**src/rtl/l1_mem_arbiter.sv**
```systemverilog
// Round-robin arbiter serializing instruction fetches and data accesses onto one
// req/ack backing-memory port, with an ack-timeout watchdog.
//
// state  | meaning
// IDLE   | no access in flight, arbitrate pending requests
// BUSY_I | fetch issued to memory, waiting for ack or timeout
// BUSY_D | data access issued to memory, waiting for ack or timeout
// RESP_I | fetch data presented, imem_wait low for one cycle
// RESP_D | data access complete, dmem_wait low for one cycle
module l1_mem_arbiter #(
  parameter int          TIMEOUT  = 255,
  parameter logic [31:0] ERR_DATA = 32'hDEAD_BEEF
) (
  input  logic        clk,
  input  logic        rst_n,
  input  logic        imem_req,
  input  logic [31:0] imem_addr,
  output logic [31:0] imem_instn,
  output logic        imem_wait,
  input  logic        dmem_req,
  input  logic        dmem_we,
  input  logic [31:0] dmem_addr,
  input  logic [31:0] dmem_wd,
  input  logic [3:0]  dmem_mask,
  output logic [31:0] dmem_rd,
  output logic        dmem_wait,
  output logic        mem_req,
  output logic        mem_we,
  output logic [31:0] mem_addr,
  output logic [31:0] mem_wd,
  output logic [3:0]  mem_mask,
  input  logic [31:0] mem_rdata,
  input  logic        mem_ack,
  output logic        timeout_err
);

  localparam int CW = $clog2(TIMEOUT + 1);

  typedef enum logic [2:0] {IDLE, BUSY_I, BUSY_D, RESP_I, RESP_D} state_t;

  state_t        state, state_nxt;
  logic          last_d, last_d_nxt;
  logic [31:0]   ihold, dhold;
  logic [CW-1:0] tcnt;
  logic          busy, tc_hit;
  logic          arb_en, cand_i, cand_d;

  assign busy   = (state == BUSY_I) || (state == BUSY_D);
  assign tc_hit = busy && (tcnt == CW'(TIMEOUT - 1));

  always_comb begin
    state_nxt  = state;
    last_d_nxt = last_d;
    arb_en     = 1'b0;
    cand_i     = 1'b0;
    cand_d     = 1'b0;
    case (state)
      IDLE:   begin arb_en = 1'b1; cand_i = imem_req; cand_d = dmem_req; end
      RESP_I: begin arb_en = 1'b1; cand_d = dmem_req; end
      RESP_D: begin arb_en = 1'b1; cand_i = imem_req; end
      BUSY_I: if (mem_ack || tc_hit) state_nxt = RESP_I;
      BUSY_D: if (mem_ack || tc_hit) state_nxt = RESP_D;
      default: state_nxt = IDLE;
    endcase
    // On a tie the port that did not win last time gets the grant.
    if (arb_en) begin
      if (cand_i && (!cand_d || last_d)) begin
        state_nxt  = BUSY_I;
        last_d_nxt = 1'b0;
      end else if (cand_d) begin
        state_nxt  = BUSY_D;
        last_d_nxt = 1'b1;
      end else begin
        state_nxt = IDLE;
      end
    end
  end

  always_ff @(posedge clk or negedge rst_n) begin
    if (!rst_n) begin
      state  <= IDLE;
      last_d <= 1'b1;
    end else begin
      state  <= state_nxt;
      last_d <= last_d_nxt;
    end
  end

  always_ff @(posedge clk or negedge rst_n) begin
    if (!rst_n) begin
      mem_req <= 1'b0;
      tcnt    <= '0;
    end else begin
      mem_req <= (state_nxt == BUSY_I) || (state_nxt == BUSY_D);
      if (!busy)
        tcnt <= '0;
      else if (!mem_ack)
        tcnt <= tcnt + 1'b1;
    end
  end

  // A real ack always takes priority over a coincident timeout.
  always_ff @(posedge clk or negedge rst_n) begin
    if (!rst_n) begin
      ihold       <= '0;
      dhold       <= '0;
      timeout_err <= 1'b0;
    end else if (state == BUSY_I) begin
      if (mem_ack) begin
        ihold <= mem_rdata;
      end else if (tc_hit) begin
        ihold       <= ERR_DATA;
        timeout_err <= 1'b1;
      end
    end else if (state == BUSY_D) begin
      if (mem_ack) begin
        if (!dmem_we) dhold <= mem_rdata;
      end else if (tc_hit) begin
        if (!dmem_we) dhold <= ERR_DATA;
        timeout_err <= 1'b1;
      end
    end
  end

  assign mem_we   = (state == BUSY_D) && dmem_we;
  assign mem_addr = ((state == BUSY_I) ? imem_addr : dmem_addr) & 32'hFFFF_FFFC;
  assign mem_wd   = dmem_wd;
  assign mem_mask = (state == BUSY_I) ? 4'b1111 : dmem_mask;

  assign imem_wait  = imem_req && (state != RESP_I);
  assign dmem_wait  = dmem_req && (state != RESP_D);
  assign imem_instn = imem_req ? ihold : 32'h0;
  assign dmem_rd    = dmem_req ? dhold : 32'h0;

endmodule

```
**config.mk**
```make
export PLATFORM = sky130hd
export DESIGN_NAME = l1_mem_arbiter
export DESIGN_NICKNAME = d
export VERILOG_FILES = /design/src/rtl/l1_mem_arbiter.sv
export SDC_FILE = /design/constraint.sdc
export NUM_CORES = 1
export LEC_CHECK = 0
export ABC_AREA = 1
export CORE_MARGIN = 4
export CORE_UTILIZATION = 33
export CTS_BUF_LIST = sky130_fd_sc_hd__clkbuf_4
export CTS_CLUSTER_DIAMETER = 200
export CTS_CLUSTER_SIZE = 20
export DETAILED_ROUTE_END_ITERATION = 6
export PLACE_DENSITY = 0.7
export SETUP_SLACK_MARGIN = 0.2
export SYNTH_ARGS = -nofsm -noshare
export SYNTH_HDL_FRONTEND = slang
export SYNTH_SLANG_ARGS = --single-unit
export TNS_END_PERCENT = 50
```
**constraint.sdc**
```tcl
create_clock -name clk -period 1.7 [get_ports clk]
set_input_delay 0.17 -clock clk [delete_from_list [all_inputs] [get_ports clk]]
set_output_delay 0.17 -clock clk [all_outputs]
set_load 0.05 [all_outputs]
```
==> flow_summary.json, run 1 <==
{
  "dp_hpwl_um": 9940,
  "drv_cap": 0,
  "critPathLaunchType": "register",
  "post-route-drc-count": 0,
  "yosysWarningCount": 0,
  "track_usage_pct": 19.0,
  "netlist-cell-type-count": 30,
  "vias_per_cell": 4.66,
  "die_y_um": 123,
  "num_rows": 41,
  "grt_pass1_vias": 4465,
  "synthMuxAreaShare_pct": 0,
  "cts_buffer_depth": 2,
  "drt-initial-drc-count": 282,
  "syn_area_per_cell_um2": 7.12,
  "reg2regPathDepth": 12,
  "synth_compound_gate_area_share_pct": 9.89,
  "clk_latency_ns": 0.42,
  "vias": 4586,
  "finClkSkew_ns": 0.0294,
  "clock_sinks": 78,
  "arrival_ns": 2.16,
  "cp_max_fo": 8,
  "rrSetupSlack_ns": -0.15,
  "ys_top_cells_by_area": "dfrtp_1 44%, nand2_1 21%, inv_1 7.2%, buf_4 5.9%, o21ai_1 5.5%",
  "period_share_pct": 109,
  "fin_cells": 984,
  "hold_viol": 0,
  "clk_pin_slew_worst_paths_ns": 0.14,
  "grt-ovfl-total": 0,
  "die_w_um": 123,
  "routed_wl_um": 15400,
  "synth_top_cell_by_area": "dfrtp_1",
  "cp_data_required_time_ns": 2.02,
  "io_pins": 275,
  "io_buffers": 204,
  "yosys.area_share.simple_pct": 27.7,
  "fmax_ghz": 0.542,
  "syn_area_um2": 4350,
  "fin_setup_tns_ns": -6.86,
  "fin_util_pct": 67.7,
  "ys.flop_type": "dfrtp_1",
  "synth_edf_count": 0,
  "syn_inst": 611,
  "holdCritPathClass": "primary input to asynchronous set/reset pin",
  "synth_top_family_by_area": "simple AND/OR/NAND/NOR gates",
  "status": "finished, violations left",
  "place_congestion": 0.774,
  "dieArea_um2": 15100,
  "layout.nets": 947,
  "synth_xor_area_share_pct": 0,
  "rsz0062_at_grt": "true",
  "async_reset_ff_share_pct": 100,
  "min_period_ns": 1.85,
  "avgRoutedWirePerCell_um": 15.6,
  "setup_viol": 89,
  "total_power_mw": 15.0,
  "p_per_area_nw_per_um2": 1730,
  "vdd_drop_max_mv": 0.974,
  "critPathKind": "register to register",
  "cts_buffers": 9,
  "coreArea_um2": 12800,
  "cts_tree": "built",
  "cts_max_level": 3,
  "ys_ff_latch": 78,
  "final-max-slew-violation-count": 0,
  "crit_path_end_kind": "register",
  "initial_core_util_pct": 34.1,
  "grt_max_degree": 39,
  "layout-drive-gt1-share_pct": 36.4,
  "r2r_end": "dhold[0]",
  "antenna_found_initial": 1,
  "synthAdderAreaFrac_pct": 0.575,
  "violations": "negative setup slack",
  "p_leak_nw": 4.36,
  "ant_nets": 0,
  "r2r-start": "state[2]",
  "fin_ws_ns": -0.146,
  "firstDrtPassIters": 7,
  "synth_largest_type_area_fraction_pct": 44.3,
  "dp.cells": 939,
  "seq_area_frac_synth_pct": 44.9,
  "grt_pass1_wl_um": 22100,
  "clockRootBuffer": "clkbuf_4",
  "syn_to_final_growth_pct": 98.8
}
[cell families (layout without fill, tap and decap cells)]
| family | after synthesis | in the layout |
|---|---|---|
| AOI/OAI and AO/OA | 81 | 81 |
| adders and majority gates | 2 | 2 |
| buffers and inverters | 151 | 350 |
| DFF | 78 | 78 |
| other | 1 | 3 |
| and+or+nand+nor | 298 | 298 |
[power breakdown]
group	total, mW	switching, mW	internal, mW
Combinational	10.8	5.84	4.97
Sequential	3.18	0.498	2.68
Clock	0.961	0.672	0.288
Total	15.0	7.01	7.94
[through the flow]
stage	hold slack (ns)	area (um2)	worst slack [ns]
floorplan	-0.126	4410	0.105
global placement	0.0752	7450	0.123
detailed placement	0.0802	7450	0.0854
CTS	0.158	8170	-0.0896
global route	0.165	8650	-0.204
finish	0.184	8650	-0.146
[routing by layer]
layer | track usage (%) | wire length (um) | part of all wire (%) | vias up
met1 | 21.5 | 5710 | 37 | 2156
li1 | - | - | - | 2207
met5 | 0 | 0 | 0 | -
met3 | 5.99 | 1370 | 8.9 | 13
met2 | 34.3 | 8150 | 53 | 210
met4 | 5.18 | 158 | 1.0 | 0
[cell usage after synthesis (5+ instances only)]
master	n
a21oi_1	7
buf_2	11
buf_4	34
clkbuf_1	14
dfrtp_1	77
inv_1	83
nand2_1	244
nand3_1	7
nor2_1	30
o21ai_0	18
o21ai_1	48
o21ai_2	5
[final cells by class]
| cell class | count | area (um2) |
|---|---|---|
| Fill cell | 940 | 4120 |
| Timing Repair Buffer | 249 | 3770 |
| Multi-Input combinational cell | 383 | 2280 |
| Sequential cell | 78 | 1950 |
| Inverter | 86 | 325 |
| Tap cell | 172 | 215 |
| Clock buffer | 9 | 67.6 |
| Clock inverter | 6 | 37.5 |
| Antenna cell | 1 | 2.50 |
[worst max path at each step]
stage                  start      endpoint  slack, ns  depth (start not counted)
floorplan           state[2]   mem_addr[2]       0.11                          6
global placement     mem_ack       mem_req       0.12                          8
detailed placement   tcnt[0]     dhold[17]       0.09                         10
CTS                 state[2]  mem_addr[13]      -0.09                          7
global route        state[2]     dhold[29]      -0.20                         11
finish              state[2]      dhold[0]      -0.15                         12
[repair_timing]
action,CTS,global route
hold buffers,1,0
gates cloned,8,4
setup buffers,11,5
gates resized for setup,80,94
endpoints found under the hold margin,77,0
pin swaps,24,17
endpoints found under the setup margin,102,111
[critical path, cell delays in order, from the launching register on]
cell,delay (ns)
dfrtp_1,0.43
inv_2,0.09
nand3_4,0.10
buf_12,0.17
buf_8,0.13
nand2_8,0.06
nand2_8,0.06
nand2_4,0.07
nand3_4,0.19
buf_12,0.19
buf_16,0.15
nand2_2,0.06
o21ai_1,0.06
[cell usage in the layout, fill, tap and decap left out, types with 5 or more instances in the layout]
cell / instances
nand2_1: 171
buf_12: 110
clkdlybuf4s50_1: 100
inv_1: 80
dfrtp_1: 76
nand2_4: 47
o21ai_2: 34
nor2_1: 29
nand2_2: 27
o21ai_1: 23
buf_4: 21
o21ai_0: 14
clkbuf_4: 9
buf_16: 9
nand3_1: 6
inv_2: 5
[flip-flops by register name (all words and copies together), names as in the netlist]
register	flops
dhold	32
ihold	32
last_d	1
mem_req	1
state	3
tcnt	8
timeout_err	1
(Power assumes the default switching activity.)
==> run 2, diff against run 1 <==
--- a/config.mk
+++ b/config.mk
@@ -6,7 +6,7 @@
 export NUM_CORES = 1
 export LEC_CHECK = 0
 export ABC_AREA = 1
-export CORE_MARGIN = 4
+export CORE_MARGIN = 2
 export CORE_UTILIZATION = 33
 export CTS_BUF_LIST = sky130_fd_sc_hd__clkbuf_4
 export CTS_CLUSTER_DIAMETER = 200
==> flow_summary.json, run 2 (synthesis results as in run 1) <==
{
  "cts_buffers": 9,
  "rrSetupSlack_ns": -0.01,
  "critPathLaunchType": "register",
  "cp_data_required_time_ns": 1.53,
  "die_y_um": 119,
  "vias": 4677,
  "cts_max_level": 3,
  "mostFrequentLayoutCells": "166 x nand2_1, 111 x buf_12, 100 x clkdlybuf4s50_1, 79 x inv_1, 76 x dfrtp_1",
  "dieArea_um2": 14100,
  "num_rows": 41,
  "cts_tree": "built",
  "final-max-slew-violation-count": 0,
  "clk_latency_ns": 0.47,
  "dp_hpwl_um": 10100,
  "min_period_ns": 1.80,
  "clock_sinks": 78,
  "routed.top_layer": "met4",
  "wl_met1_um": 5930,
  "clockRootBuffer": "clkbuf_4",
  "tightest_slew_ns": 0.525,
  "met2_length_um": 8090,
  "coreArea_um2": 12700,
  "firstDrtPassIters": 5,
  "holdCritPathClass": "primary input to asynchronous set/reset pin",
  "total_power_mw": 15.0,
  "post-route-drc-count": 0,
  "antenna_found_initial": 1,
  "layout.nets": 953,
  "p_leak_nw": 4.37,
  "track_usage_pct": 20.4,
  "hold_viol": 0,
  "slew_headroom_pct": 65.0,
  "io_pins": 275,
  "violations": "negative setup slack",
  "drt-initial-drc-count": 412,
  "p_per_area_nw_per_um2": 1740,
  "arrival_ns": 1.63,
  "period_share_pct": 106,
  "ant_nets": 0,
  "grt_max_degree": 39,
  "wl_met3_um": 1040,
  "rsz0062_at_grt": "true",
  "initial_core_util_pct": 34.2,
  "drv_cap": 0,
  "grt_pass1_vias": 4511,
  "fmax_ghz": 0.557,
  "critPathKind": "register to output pin",
  "grt-ovfl-total": 0,
  "fin_ws_ns": -0.0953,
  "status": "finished, violations left",
  "finClkSkew_ns": 0.0248,
  "syn_to_final_growth_pct": 99.0,
  "vdd_drop_max_mv": 0.916,
  "io_buffers": 204,
  "routed_wl_um": 15400,
  "crit_path_end_kind": "output pin",
  "setup_viol": 36,
  "final_common_cell": "nand2_1",
  "reg_top3": "dhold x32, ihold x32, tcnt x8",
  "vias_per_cell": 4.72,
  "postPlaceCellArea_um2": 7480,
  "grt_pass1_wl_um": 22500,
  "avgRoutedWirePerCell_um": 15.5,
  "place_congestion": 0.767,
  "cts_buffer_depth": 2,
  "cp_max_fo": 23,
  "die_w_um": 119,
  "clk_pin_slew_worst_paths_ns": 0.15,
  "final_area_um2": 8660,
  "layout-drive-gt1-share_pct": 38.8
}
run 2: what timing repair did:
| item | 4_1_cts | 5_1_grt |
|---|---|---|
| pin swaps | 4 | 7 |
| endpoints found under the setup margin | 103 | 143 |
| gates cloned | 7 | 6 |
| hold buffers | 1 | 0 |
| setup buffers | 11 | 7 |
| resized for setup | 50 | 118 |
| hold endpoints to repair | 35 | 0 |
run 2: critical path, cell delays in order, from the launching register on:
cell     delay, ns
dfrtp_2       0.45
nand3_4       0.13
buf_6         0.23
nand2_1       0.12
nand2_2       0.11
buf_12        0.14
run 2: final timing paths:
path | start | to | cells past startpoint
worst min register to register | last_d | last_d | 2
worst max-delay path | state[0] | mem_addr[18] | 5
max in group asynchronous | rst_n | dhold[26] | 3
worst max register to register | state[0] | dhold[0] | 11
worst min-delay path | rst_n | tcnt[2] | 2
min in group clk | mem_rdata[17] | ihold[17] | 3
run 2: stage by stage:
| stage | cells | utilization (%) | setup TNS (ns) | setup slack, ns | hold slack [ns] |
|---|---|---|---|---|---|
| 2_1_floorplan | 612 | - | 0 | 0.105 | -0.126 |
| 3_3_place_gp | 942 | 58.8 | 0 | 0.0947 | 0.170 |
| 3_5_place_dp | 942 | 58.8 | 0 | 0.0572 | 0.176 |
| 4_1_cts | 977 | 63.2 | -3.05 | -0.123 | 0.199 |
| 5_1_grt | 991 | 68.0 | -7.29 | -0.189 | 0.232 |
| 6_report | 991 | 68.0 | -2.23 | -0.0953 | 0.206 |
run 2: cell type report:
class                      instances  area [um2]
antenna                            1        2.50
clock buffer                       9        67.6
clock inverter                     7        72.6
fill                             962        4070
inverter                          86         328
multi-input combinational        383        2210
sequential                        78        1950
tap                              172         215
timing repair buffer             255        3810
run 2: report_power, final:
group	internal [mW]	switching [mW]	leakage [nW]
logic	4.86	5.66	3.32
registers	2.68	0.647	0.975
clock network	0.449	0.728	0.0723
total	8.00	7.04	4.37
run 2: per-layer routing:
metal | global-route usage [%] | vias up
met1 | 23.1 | 2225
met4 | 8.33 | 0
li1 | - | 2223
met5 | 0 | -
met3 | 4.74 | 21
met2 | 36.7 | 208
